==> src/rtl/range_list_producer_pkg.sv <==
// Shared definitions for list producers: handshake FSM state encoding,
// handshake signal ordering and default data width.
package range_list_producer_pkg;

  localparam int unsigned DEFAULT_WIDTH = 8;
  localparam int unsigned STATE_W       = 3;

  // Legacy-compatible state encoding shared by all list responders
  localparam logic [STATE_W-1:0] IDLE     = 3'd0;
  localparam logic [STATE_W-1:0] WAIT_REQ = 3'd1;
  localparam logic [STATE_W-1:0] COMPUTE  = 3'd2;
  localparam logic [STATE_W-1:0] ACK      = 3'd3;
  localparam logic [STATE_W-1:0] WAIT_REL = 3'd4;

  // Handshake control bits in their canonical order (MSB first)
  typedef struct packed {
    logic req;
    logic ack;
    logic value_valid;
  } list_hs_t;

endpackage

==> src/rtl/range_list_producer_if.sv <==
// List handshake bundle: consumer (master) requests, producer (slave) answers.
interface range_list_producer_if
  import range_list_producer_pkg::*;
  #(parameter int unsigned WIDTH = DEFAULT_WIDTH) ();

  logic             ready;
  logic             done;
  logic [WIDTH-1:0] arg_from;
  logic [WIDTH-1:0] arg_to;
  logic [WIDTH-1:0] arg_step;
  logic             req;
  logic             ack;
  logic [WIDTH-1:0] value;
  logic             value_valid;

  modport master (
    output ready, arg_from, arg_to, arg_step, req,
    input  done, ack, value, value_valid
  );

  modport slave (
    input  ready, arg_from, arg_to, arg_step, req,
    output done, ack, value, value_valid
  );

endinterface

==> src/rtl/range_list_producer_responder.sv <==
// Generic 4-phase req/ack responder for list producers; exposes start,
// element_request and element_taken strobes so the data path stays outside.
module list_handshake_responder
  import range_list_producer_pkg::*;
  #(parameter int unsigned LATENCY = 2) (
  input  logic CLOCK_50,
  input  logic reset,
  input  logic ready,
  input  logic req,
  output logic done,
  output logic ack,
  output logic start_c,
  output logic element_request_c,
  output logic element_taken_c
);

  localparam int unsigned       CNT_W    = (LATENCY > 1) ? $clog2(LATENCY) : 1;
  localparam logic [CNT_W-1:0]  CNT_LOAD = (LATENCY == 0) ? '0 : CNT_W'(LATENCY - 1);

  logic [STATE_W-1:0] state_q, state_d;
  logic [CNT_W-1:0]   cnt_q, cnt_d;
  logic               ack_d, done_d;

  // State, counter and registered handshake outputs
  always_ff @(posedge CLOCK_50 or posedge reset) begin
    if (reset) begin
      state_q <= IDLE;
      cnt_q   <= '0;
      ack     <= 1'b0;
      done    <= 1'b0;
    end else begin
      state_q <= state_d;
      cnt_q   <= cnt_d;
      ack     <= ack_d;
      done    <= done_d;
    end
  end

  // Next state and output decode; ready low overrides everything
  always_comb begin
    state_d           = state_q;
    cnt_d             = cnt_q;
    ack_d             = ack;
    done_d            = done;
    start_c           = 1'b0;
    element_request_c = 1'b0;
    element_taken_c   = 1'b0;

    if (!ready) begin
      state_d = IDLE;
      ack_d   = 1'b0;
      done_d  = 1'b0;
    end else begin
      case (state_q)
        IDLE: begin
          start_c = 1'b1;
          done_d  = 1'b1;
          state_d = WAIT_REQ;
        end
        WAIT_REQ: begin
          if (req) begin
            if (LATENCY == 0) begin
              state_d           = ACK;
              ack_d             = 1'b1;
              element_request_c = 1'b1;
            end else begin
              state_d = COMPUTE;
              cnt_d   = CNT_LOAD;
            end
          end
        end
        // Runs to completion even if req drops meanwhile
        COMPUTE: begin
          if (cnt_q == '0) begin
            state_d           = ACK;
            ack_d             = 1'b1;
            element_request_c = 1'b1;
          end else begin
            cnt_d = cnt_q - CNT_W'(1);
          end
        end
        ACK: begin
          if (!req) begin
            state_d         = WAIT_REL;
            ack_d           = 1'b0;
            element_taken_c = 1'b1;
          end
        end
        WAIT_REL: begin
          state_d = WAIT_REQ;
        end
        default: begin
          state_d = IDLE;
          ack_d   = 1'b0;
          done_d  = 1'b0;
        end
      endcase
    end
  end

endmodule

==> src/rtl/range_list_producer.sv <==
// List producer streaming from, from+step, ... up to to (inclusive), then
// answering every further request with end-of-list.
module range_list_producer
  import range_list_producer_pkg::*;
  #(parameter int unsigned WIDTH   = DEFAULT_WIDTH,
    parameter int unsigned LATENCY = 2) (
  input  logic                 CLOCK_50,
  input  logic                 reset,
  range_list_producer_if.slave bus
);

  logic             done, ack;
  logic             start_c, element_request_c, element_taken_c;
  logic [WIDTH-1:0] cur_q, cur_d, last_q, last_d, step_q, step_d;
  logic [WIDTH-1:0] value_q, value_d;
  logic             ended_q, ended_d, valid_q, valid_d;
  logic [WIDTH:0]   sum_c;

  list_handshake_responder #(.LATENCY(LATENCY)) u_responder (
    .CLOCK_50          (CLOCK_50),
    .reset             (reset),
    .ready             (bus.ready),
    .req               (bus.req),
    .done              (done),
    .ack               (ack),
    .start_c           (start_c),
    .element_request_c (element_request_c),
    .element_taken_c   (element_taken_c)
  );

  // Carry bit detects overflow past the top of the WIDTH range
  assign sum_c = {1'b0, cur_q} + {1'b0, step_q};

  always_ff @(posedge CLOCK_50 or posedge reset) begin
    if (reset) begin
      cur_q   <= '0;
      last_q  <= '0;
      step_q  <= '0;
      ended_q <= 1'b0;
      value_q <= '0;
      valid_q <= 1'b0;
    end else begin
      cur_q   <= cur_d;
      last_q  <= last_d;
      step_q  <= step_d;
      ended_q <= ended_d;
      value_q <= value_d;
      valid_q <= valid_d;
    end
  end

  // Argument latch, element presentation and advance
  always_comb begin
    cur_d   = cur_q;
    last_d  = last_q;
    step_d  = step_q;
    ended_d = ended_q;
    value_d = value_q;
    valid_d = valid_q;

    if (!bus.ready) begin
      value_d = '0;
      valid_d = 1'b0;
    end else if (start_c) begin
      cur_d   = bus.arg_from;
      last_d  = bus.arg_to;
      step_d  = (bus.arg_step == '0) ? WIDTH'(1) : bus.arg_step;
      ended_d = (bus.arg_from > bus.arg_to);
      value_d = '0;
      valid_d = 1'b0;
    end else if (element_request_c) begin
      value_d = ended_q ? '0 : cur_q;
      valid_d = ~ended_q;
    end else if (element_taken_c) begin
      value_d = '0;
      valid_d = 1'b0;
      if (!ended_q) begin
        if (sum_c[WIDTH] || (sum_c[WIDTH-1:0] > last_q)) begin
          ended_d = 1'b1;
        end else begin
          cur_d = sum_c[WIDTH-1:0];
        end
      end
    end
  end

  assign bus.done        = done;
  assign bus.ack         = ack;
  assign bus.value       = value_q;
  assign bus.value_valid = valid_q;

endmodule

==> src/flat_wrapper.sv <==
// flat-port wrapper written by rule: the top's interface ports become plain ports
module range_list_producer_flat import range_list_producer_pkg::*;
#(parameter int unsigned WIDTH   = DEFAULT_WIDTH,
    parameter int unsigned LATENCY = 2)
  (CLOCK_50, reset, bus_ready, bus_arg_from, bus_arg_to, bus_arg_step, bus_req, bus_done, bus_ack, bus_value, bus_value_valid);
  range_list_producer_if #(.WIDTH(WIDTH)) bus_i ();
  input  logic CLOCK_50;
  input  logic reset;
  input wire logic [$bits(bus_i.ready)-1:0] bus_ready;
  input wire logic [$bits(bus_i.arg_from)-1:0] bus_arg_from;
  input wire logic [$bits(bus_i.arg_to)-1:0] bus_arg_to;
  input wire logic [$bits(bus_i.arg_step)-1:0] bus_arg_step;
  input wire logic [$bits(bus_i.req)-1:0] bus_req;
  output wire logic [$bits(bus_i.done)-1:0] bus_done;
  output wire logic [$bits(bus_i.ack)-1:0] bus_ack;
  output wire logic [$bits(bus_i.value)-1:0] bus_value;
  output wire logic [$bits(bus_i.value_valid)-1:0] bus_value_valid;
  assign bus_i.ready = bus_ready;
  assign bus_i.arg_from = bus_arg_from;
  assign bus_i.arg_to = bus_arg_to;
  assign bus_i.arg_step = bus_arg_step;
  assign bus_i.req = bus_req;
  assign bus_done = bus_i.done;
  assign bus_ack = bus_i.ack;
  assign bus_value = bus_i.value;
  assign bus_value_valid = bus_i.value_valid;
  range_list_producer #(.WIDTH(WIDTH), .LATENCY(LATENCY)) u_core (.CLOCK_50(CLOCK_50), .reset(reset), .bus(bus_i));
endmodule
==> config.mk <==
export PLATFORM = sky130hd
export DESIGN_NAME = range_list_producer_flat
export DESIGN_NICKNAME = d
export VERILOG_FILES = /design/src/rtl/range_list_producer_pkg.sv /design/src/rtl/range_list_producer_if.sv /design/src/rtl/range_list_producer_responder.sv /design/src/rtl/range_list_producer.sv /design/src/flat_wrapper.sv
export SDC_FILE = /design/constraint.sdc
export NUM_CORES = 1
export LEC_CHECK = 0
export BUFFER_PORTS_ARGS = -buffer_cell sky130_fd_sc_hd__buf_4
export CAP_MARGIN = 40
export CORE_ASPECT_RATIO = 1.1
export CORE_UTILIZATION = 45
export CTS_BUF_LIST = sky130_fd_sc_hd__clkbuf_4 sky130_fd_sc_hd__clkbuf_8
export CTS_CLUSTER_SIZE = 8
export DETAILED_ROUTE_END_ITERATION = 8
export PLACE_DENSITY_LB_ADDON = 0.2
export SKIP_LAST_GASP = 1
export SLEW_MARGIN = 10
export SYNTH_ARGS = -nofsm -noshare
export SYNTH_HDL_FRONTEND = slang
export SYNTH_SLANG_ARGS = --single-unit
==> constraint.sdc <==
create_clock -name CLOCK_50 -period 3.65 [get_ports CLOCK_50]
set_input_delay 0.365 -clock CLOCK_50 [delete_from_list [all_inputs] [get_ports CLOCK_50]]
set_output_delay 0.365 -clock CLOCK_50 [all_outputs]
set_load 0.1 [all_outputs]
==> flow_summary.toml, run 1 <==
[clocking]
cts_tree = "yes"
htreeDepth = 2
clockBufferDepth = 2
cts_made_buffers = 5
cts_sinks = 40
cts_root_buf = "clkbuf_8"
clkLatencyLatePin_ns = 0.29
cts_resized = 0
cts_hold_buf = 0
clk_pin_slew_worst_paths_ns = 0.08
cts_setup_buffers = 0

[setup_path]
cp-end-kind = "flop"
critPathMaxStageDelay_ns = 0.43
worst-path-buf-inv = 1
cpMaxStageDelayCell = "fa_1"
path_cells = "ha_1 -> fa_1 -> a211oi_1 -> o21bai_1 -> a21oi_1 -> xnor2_1 -> ha_1 -> nand4_1 -> a211o_1 -> o2111ai_1 -> buf_4 -> mux2i_1 -> o21ai_1"
cp_top_family = "compound AO/OA/AOI/OAI gates"
arrival_ns = 3.38
worst-path-max-fanout = 9
cp.required_ns = 3.80
start_kind = "flop"
crit_top_cell = "ha_1"
criticalPathCategory = "reg2reg"

[worst_hold_path]
hold_class = "in2async"

[global_routing]
globalRouteOverflowTotal = 0
grt_usage_pct = 19.83
grt_start_max_net_pins = 19
grt_pass1_vias = 1815
grt_first_pass_wirelength_mm = 8.625
antenna_found_initial = 0

[floorplan]
die_x_um = 70.92
die_y_um = 77.81
fp.dieArea_sq_mm = 0.005518
core_sq_mm = 0.005000
rows = 27
initial_core_util_pct = 47.02
ioPinCount = 39

[job]
max_cap_viol_count = 0

[route]
dr.pass1.iters = 6
vias = 1840
antenna_left = 0
initialDrtViolationCount = 81
drc = 0
wl_per_cell_um = 14.54
viasPerCell = 5.509
wirelength_mm = 4.858

[logic_synthesis]
seq_area_frac_synth_pct = 42.58
syn_nets = 287
syn_area_per_cell_sq_um = 10.05
yosysWarnings = 0
syn_inst = 234
ys_ff_latch = 40
synth_edf_count = 0
ys.flop_type = "dfrtp_1"
syn_area_sq_mm = 0.002351
async_reset_ff_share_pct = 100.0
ys_types = 41

[layout]
diodes = 0
final_nets = 328
syn_to_final_growth_pct = 20.06
drive_above_1_share_pct = 22.46

[placement]
place.gp.congestion = 0.8456
dpl_worst_slack_ns = 0.4256
hpwl_mm = 3.713
portBuffers = 38

[power_and_ir_drop]
p_comb_share_pct = 41.0
leakage_nw = 1.432
ir_drop_mv = 0.2349
power_switching_w = 0.0005372
powerDensity_mw_per_mm2 = 523.2
seq_power_share_pct = 38.2
clockPowerShare_pct = 20.8
p_sw_share_pct = 36.37
p_int_w = 0.0009397

[timing]
rsz0062_at_grt = "false"
finalSetupViolCount = 0
maxSlewViolCount = 0
tns_ns = 0
fmaxAchievable_ghz = 0.3101
tightest_slew_ns = 0.7662
holdWs_ns = 0.1286
hold_violations = 0
fin_crit_ns = 3.225
period_share_pct = 88.36
setup_ws_ns = 0.4250
finClkSkew_ns = 0.008391
slew_headroom_pct = 48.75

[status]
status = "completed"
==> state kept, by name (all words and copies together), names as in the netlist <==
signal / flops
u_core.step_q: 8
u_core.u_responder.done: 1
u_core.u_responder.state_q: 3
u_core.u_responder.ack: 1
u_core.ended_q: 1
u_core.bus.value_valid: 1
u_core.last_q: 8
u_core.u_responder.cnt_q: 1
u_core.bus.value: 8
u_core.cur_q: 8
==> kinds of logic (layout without fill, tap and decap cells) <==
group                    Yosys count  count (layout)  synth area share [%]
adder cells (fa/ha/maj)           25              25                 13.62
AO/OA/AOI/OAI                     74              74                 19.91
flip-flops                        40              40                 42.58
multiplexers                      16              16                 7.238
XOR/XNOR                           4               4                 1.490
buffers and inverters             28              70                 4.843
AND/OR/NAND/NOR                   47              47                 10.32
==> final timing paths <==
kind	start	to	slack, ns	cells past startpoint
hold reg to reg	u_core.bus.value_valid	u_core.bus.value_valid	0.48	1
hold / removal	reset	u_core.bus.value_valid	0.13	2
min in group CLOCK_50	bus_arg_to[6]	u_core.last_q[6]	0.28	3
max in group asynchronous	reset	u_core.u_responder.state_q[1]	2.79	4
setup reg to reg	u_core.cur_q[0]	u_core.cur_q[1]	0.43	13
setup / recovery	u_core.cur_q[0]	u_core.cur_q[1]	0.43	13
==> stage by stage <==
stage | cell area (sq um) | util [%] | power, W | std cells
after floorplan | 2351 | - | 0.001012 | 234
final | 2823 | 56.46 | 0.001477 | 334
after CTS | 2823 | 56.46 | 0.001482 | 334
after detailed placement | 2730 | 54.60 | 0.001160 | 326
after global routing | 2823 | 56.46 | 0.001598 | 334
after global placement | 2703 | 54.05 | 0.001152 | 325
==> per-layer routing <==
layer  GRT usage, %  share of wire (%)  up-vias
met3          3.117                3.8        9
met2          30.10                 44       41
met1          28.19                 50      860
met5              0                  0        -
met4          8.000                2.3        0
li1               -                  -      930
==> synth_stat cells (6+ instances only) <==
cell,count,share of area (%)
o21ai_0,18,3.8
a22o_1,8,3.0
mux2_2,8,3.8
o21ai_1,8,1.7
nand2_1,20,3.2
inv_1,19,3.0
nor2_1,6,0.96
ha_1,24,13
mux2i_1,8,3.4
a21oi_1,15,3.2
clkbuf_1,6,0.96
dfrtp_1,40,43
==> cell usage in the layout, fill, tap and decap left out, types with 4 or more instances in the layout <==
cell type / n
o21a_1: 5
mux2i_1: 8
a22o_1: 8
clkbuf_8: 6
dfrtp_1: 40
buf_4: 42
nor2b_1: 4
a21oi_1: 15
ha_1: 24
o21ai_1: 8
o21ai_0: 18
nor2_1: 6
inv_1: 19
a21o_1: 5
nand2b_1: 4
mux2_2: 8
nand2_1: 20
==> area by class of cell <==
class / count / area [sq um]
Fill cell: 469 / 2177
Multi-Input combinational cell: 166 / 1242
Sequential cell: 40 / 1001
Timing Repair Buffer: 43 / 342.8
Clock buffer: 6 / 82.58
Tap cell: 58 / 72.57
Inverter: 19 / 71.32
Clock inverter: 2 / 10.01
==> power by group through the flow <==
stage | registers, W | logic, W | clock network, W
floorplan | 0.000562 | 0.000450 | 0
global placement | 0.000571 | 0.000582 | 0
detailed placement | 0.000573 | 0.000587 | 0
CTS | 0.000564 | 0.000605 | 0.000313
global route | 0.000574 | 0.000691 | 0.000334
finish | 0.000564 | 0.000605 | 0.000307
(Power assumes the default switching activity.)
==> run 2, diff against run 1 <==
- CORE_UTILIZATION: 45 -> 40
==> run 2 against run 1 <==
Sequential share of layout area about the same. Worst setup slack gained 0.046 ns. Hold slack better by 0.082 ns. First-iteration DRC count is 19% higher.
==> flow_summary.toml, run 2 (synthesis gave the netlist of run 1 again) <==
[setup_path]
reg2reg_to = "u_core.cur_q[1]"
path_cells = "ha_1 -> fa_1 -> a211oi_1 -> o21bai_1 -> a21oi_1 -> xnor2_1 -> ha_1 -> nand4_1 -> a211o_1 -> o2111ai_1 -> buf_4 -> mux2i_1 -> o21ai_1"
regToRegSetupSlack_ns = 0.47
worst-path-max-fanout = 4
cpMaxStageDelayCell = "fa_1"
cp-end-kind = "flop"
r2r_start = "u_core.cur_q[0]"
arrival_ns = 3.34
critPathMaxStageDelay_ns = 0.44
reg2reg_depth = 13
criticalPathCategory = "reg2reg"
cp.required_ns = 3.81
crit_top_cell = "ha_1"
start_kind = "flop"

[route]
dr.pass1.iters = 4
vias = 1825
wirelength_mm = 4.842
wl_per_cell_um = 13.87
drc = 0
viasPerCell = 5.229
antenna_left = 0
initialDrtViolationCount = 96

[placement]
portBuffers = 38
dpl_worst_slack_ns = 0.4892
place.gp.congestion = 0.7645
dp.cells = 342
hpwl_mm = 3.618

[clocking]
clkLatencyLatePin_ns = 0.28
clk_pin_slew_worst_paths_ns = 0.07
clockBufferDepth = 2
cts_made_buffers = 5
cts_resized = 0
cts_root_buf = "clkbuf_8"
cts_sinks = 40
cts_setup_buffers = 0
cts_tree = "yes"
cts_hold_buf = 0
htreeDepth = 2

[layout]
fin_cells = 349
diodes = 0
syn_to_final_growth_pct = 19.96
multi_input_comb_area_sq_mm = 0.001242
mostFrequentLayoutCells = "buf_4 (42), dfrtp_1 (40), ha_1 (24)"
seq_area_sq_mm = 0.001001
drive_above_1_share_pct = 21.90
layout_commonest_cell = "buf_4"
final_nets = 327
fillers = 556

[timing]
slew_headroom_pct = 53.46
fmaxAchievable_ghz = 0.3145
fin_crit_ns = 3.179
setup_ws_ns = 0.4706
finalSetupViolCount = 0
tightest_slew_ns = 0.6950
finClkSkew_ns = 0.001942
hold_violations = 0
period_share_pct = 87.11
tns_ns = 0
rsz0062_at_grt = "false"
maxSlewViolCount = 0

[global_routing]
globalRouteOverflowTotal = 0
use_met2_pct = 28.29
grt_start_max_net_pins = 43
gr-usage-met3_pct = 3.398
grt_busiest_layer = "met2"
grt_first_pass_wirelength_mm = 8.052
use_met1_pct = 23.77
antenna_found_initial = 0
grt_usage_pct = 17.36
grt_pass1_vias = 1763

[floorplan]
die_x_um = 75.10
die_y_um = 82.41
initial_core_util_pct = 42.47
rows = 28
core_sq_mm = 0.005535
ioPinCount = 39
fp.dieArea_sq_mm = 0.006188

[power_and_ir_drop]
powerDensity_mw_per_mm2 = 519.9
ir_drop_mv = 0.3006
leakage_nw = 1.418

[status]
status = "completed"

[worst_hold_path]
hold_class = "in2async"

[job]
max_cap_viol_count = 0
-- run 2: cell count changes in the layout (fill, tap and decap cells not counted), sizes merged --
| cell | change |
|---|---|
| clkinv | -2 |
| clkbuf | +1 |
| buf | -1 |
-- run 2: layout make-up --
type	count	share of cell area, %
inverters	19	2.529
well taps	75	3.327
flip-flops and latches	40	35.49
clock buffers	7	3.416
multi-input cells	166	44.06
repair buffers	42	11.18
-- run 2: critical path, delay by kind of cell, from the launching register on --
family / cells / cell delay [ns]
muxes: 1 / 0.20
buffers and inverters: 1 / 0.19
xor gates and xnor gates: 1 / 0.12
adders and majority gates: 3 / 0.97
DFF: 1 / 0.40
AOI/OAI and AO/OA: 6 / 1.06
and+or+nand+nor: 1 / 0.11
-- run 2: through the flow --
| step | utilization (%) | total power [W] | area (sq um) | hold WS [ns] |
|---|---|---|---|---|
| after floorplan | - | 0.001012 | 2351 | 0.4818 |
| after global placement | 49.21 | 0.001158 | 2724 | 0.4643 |
| after detailed placement | 49.21 | 0.001162 | 2724 | 0.4895 |
| after CTS | 50.95 | 0.001485 | 2820 | 0.2240 |
| after global routing | 50.95 | 0.001590 | 2820 | 0.2788 |
| final | 50.95 | 0.001466 | 2820 | 0.2105 |
-- run 2: worst max-delay path by stage --
stage | startpoint | to | slack, ns | cells after the start
2_1_floorplan | u_core.step_q[0] | u_core.cur_q[0] | 0.71 | 13
6_report | u_core.cur_q[0] | u_core.cur_q[1] | 0.47 | 13
5_1_grt | u_core.cur_q[0] | u_core.cur_q[0] | 0.11 | 13
3_5_place_dp | u_core.cur_q[0] | u_core.cur_q[0] | 0.49 | 13
3_3_place_gp | u_core.cur_q[0] | u_core.cur_q[6] | 0.56 | 13
4_1_cts | u_core.cur_q[0] | u_core.cur_q[0] | 0.46 | 13
-- run 2: power breakdown --
part	internal (W)	switching (W)	total, W
registers	0.000510	0.0000550	0.000565
logic	0.000273	0.000314	0.000587
clock network	0.000168	0.000146	0.000315
total	0.000951	0.000516	0.00147
-- run 2: metal layers --
layer | part of all wire, % | up-vias | routed length, um
li1 | - | 919 | -
met1 | 48 | 867 | 2341
met4 | 0.70 | 0 | 34
met3 | 4.5 | 5 | 220
met5 | 0 | - | 0
met2 | 46 | 34 | 2245
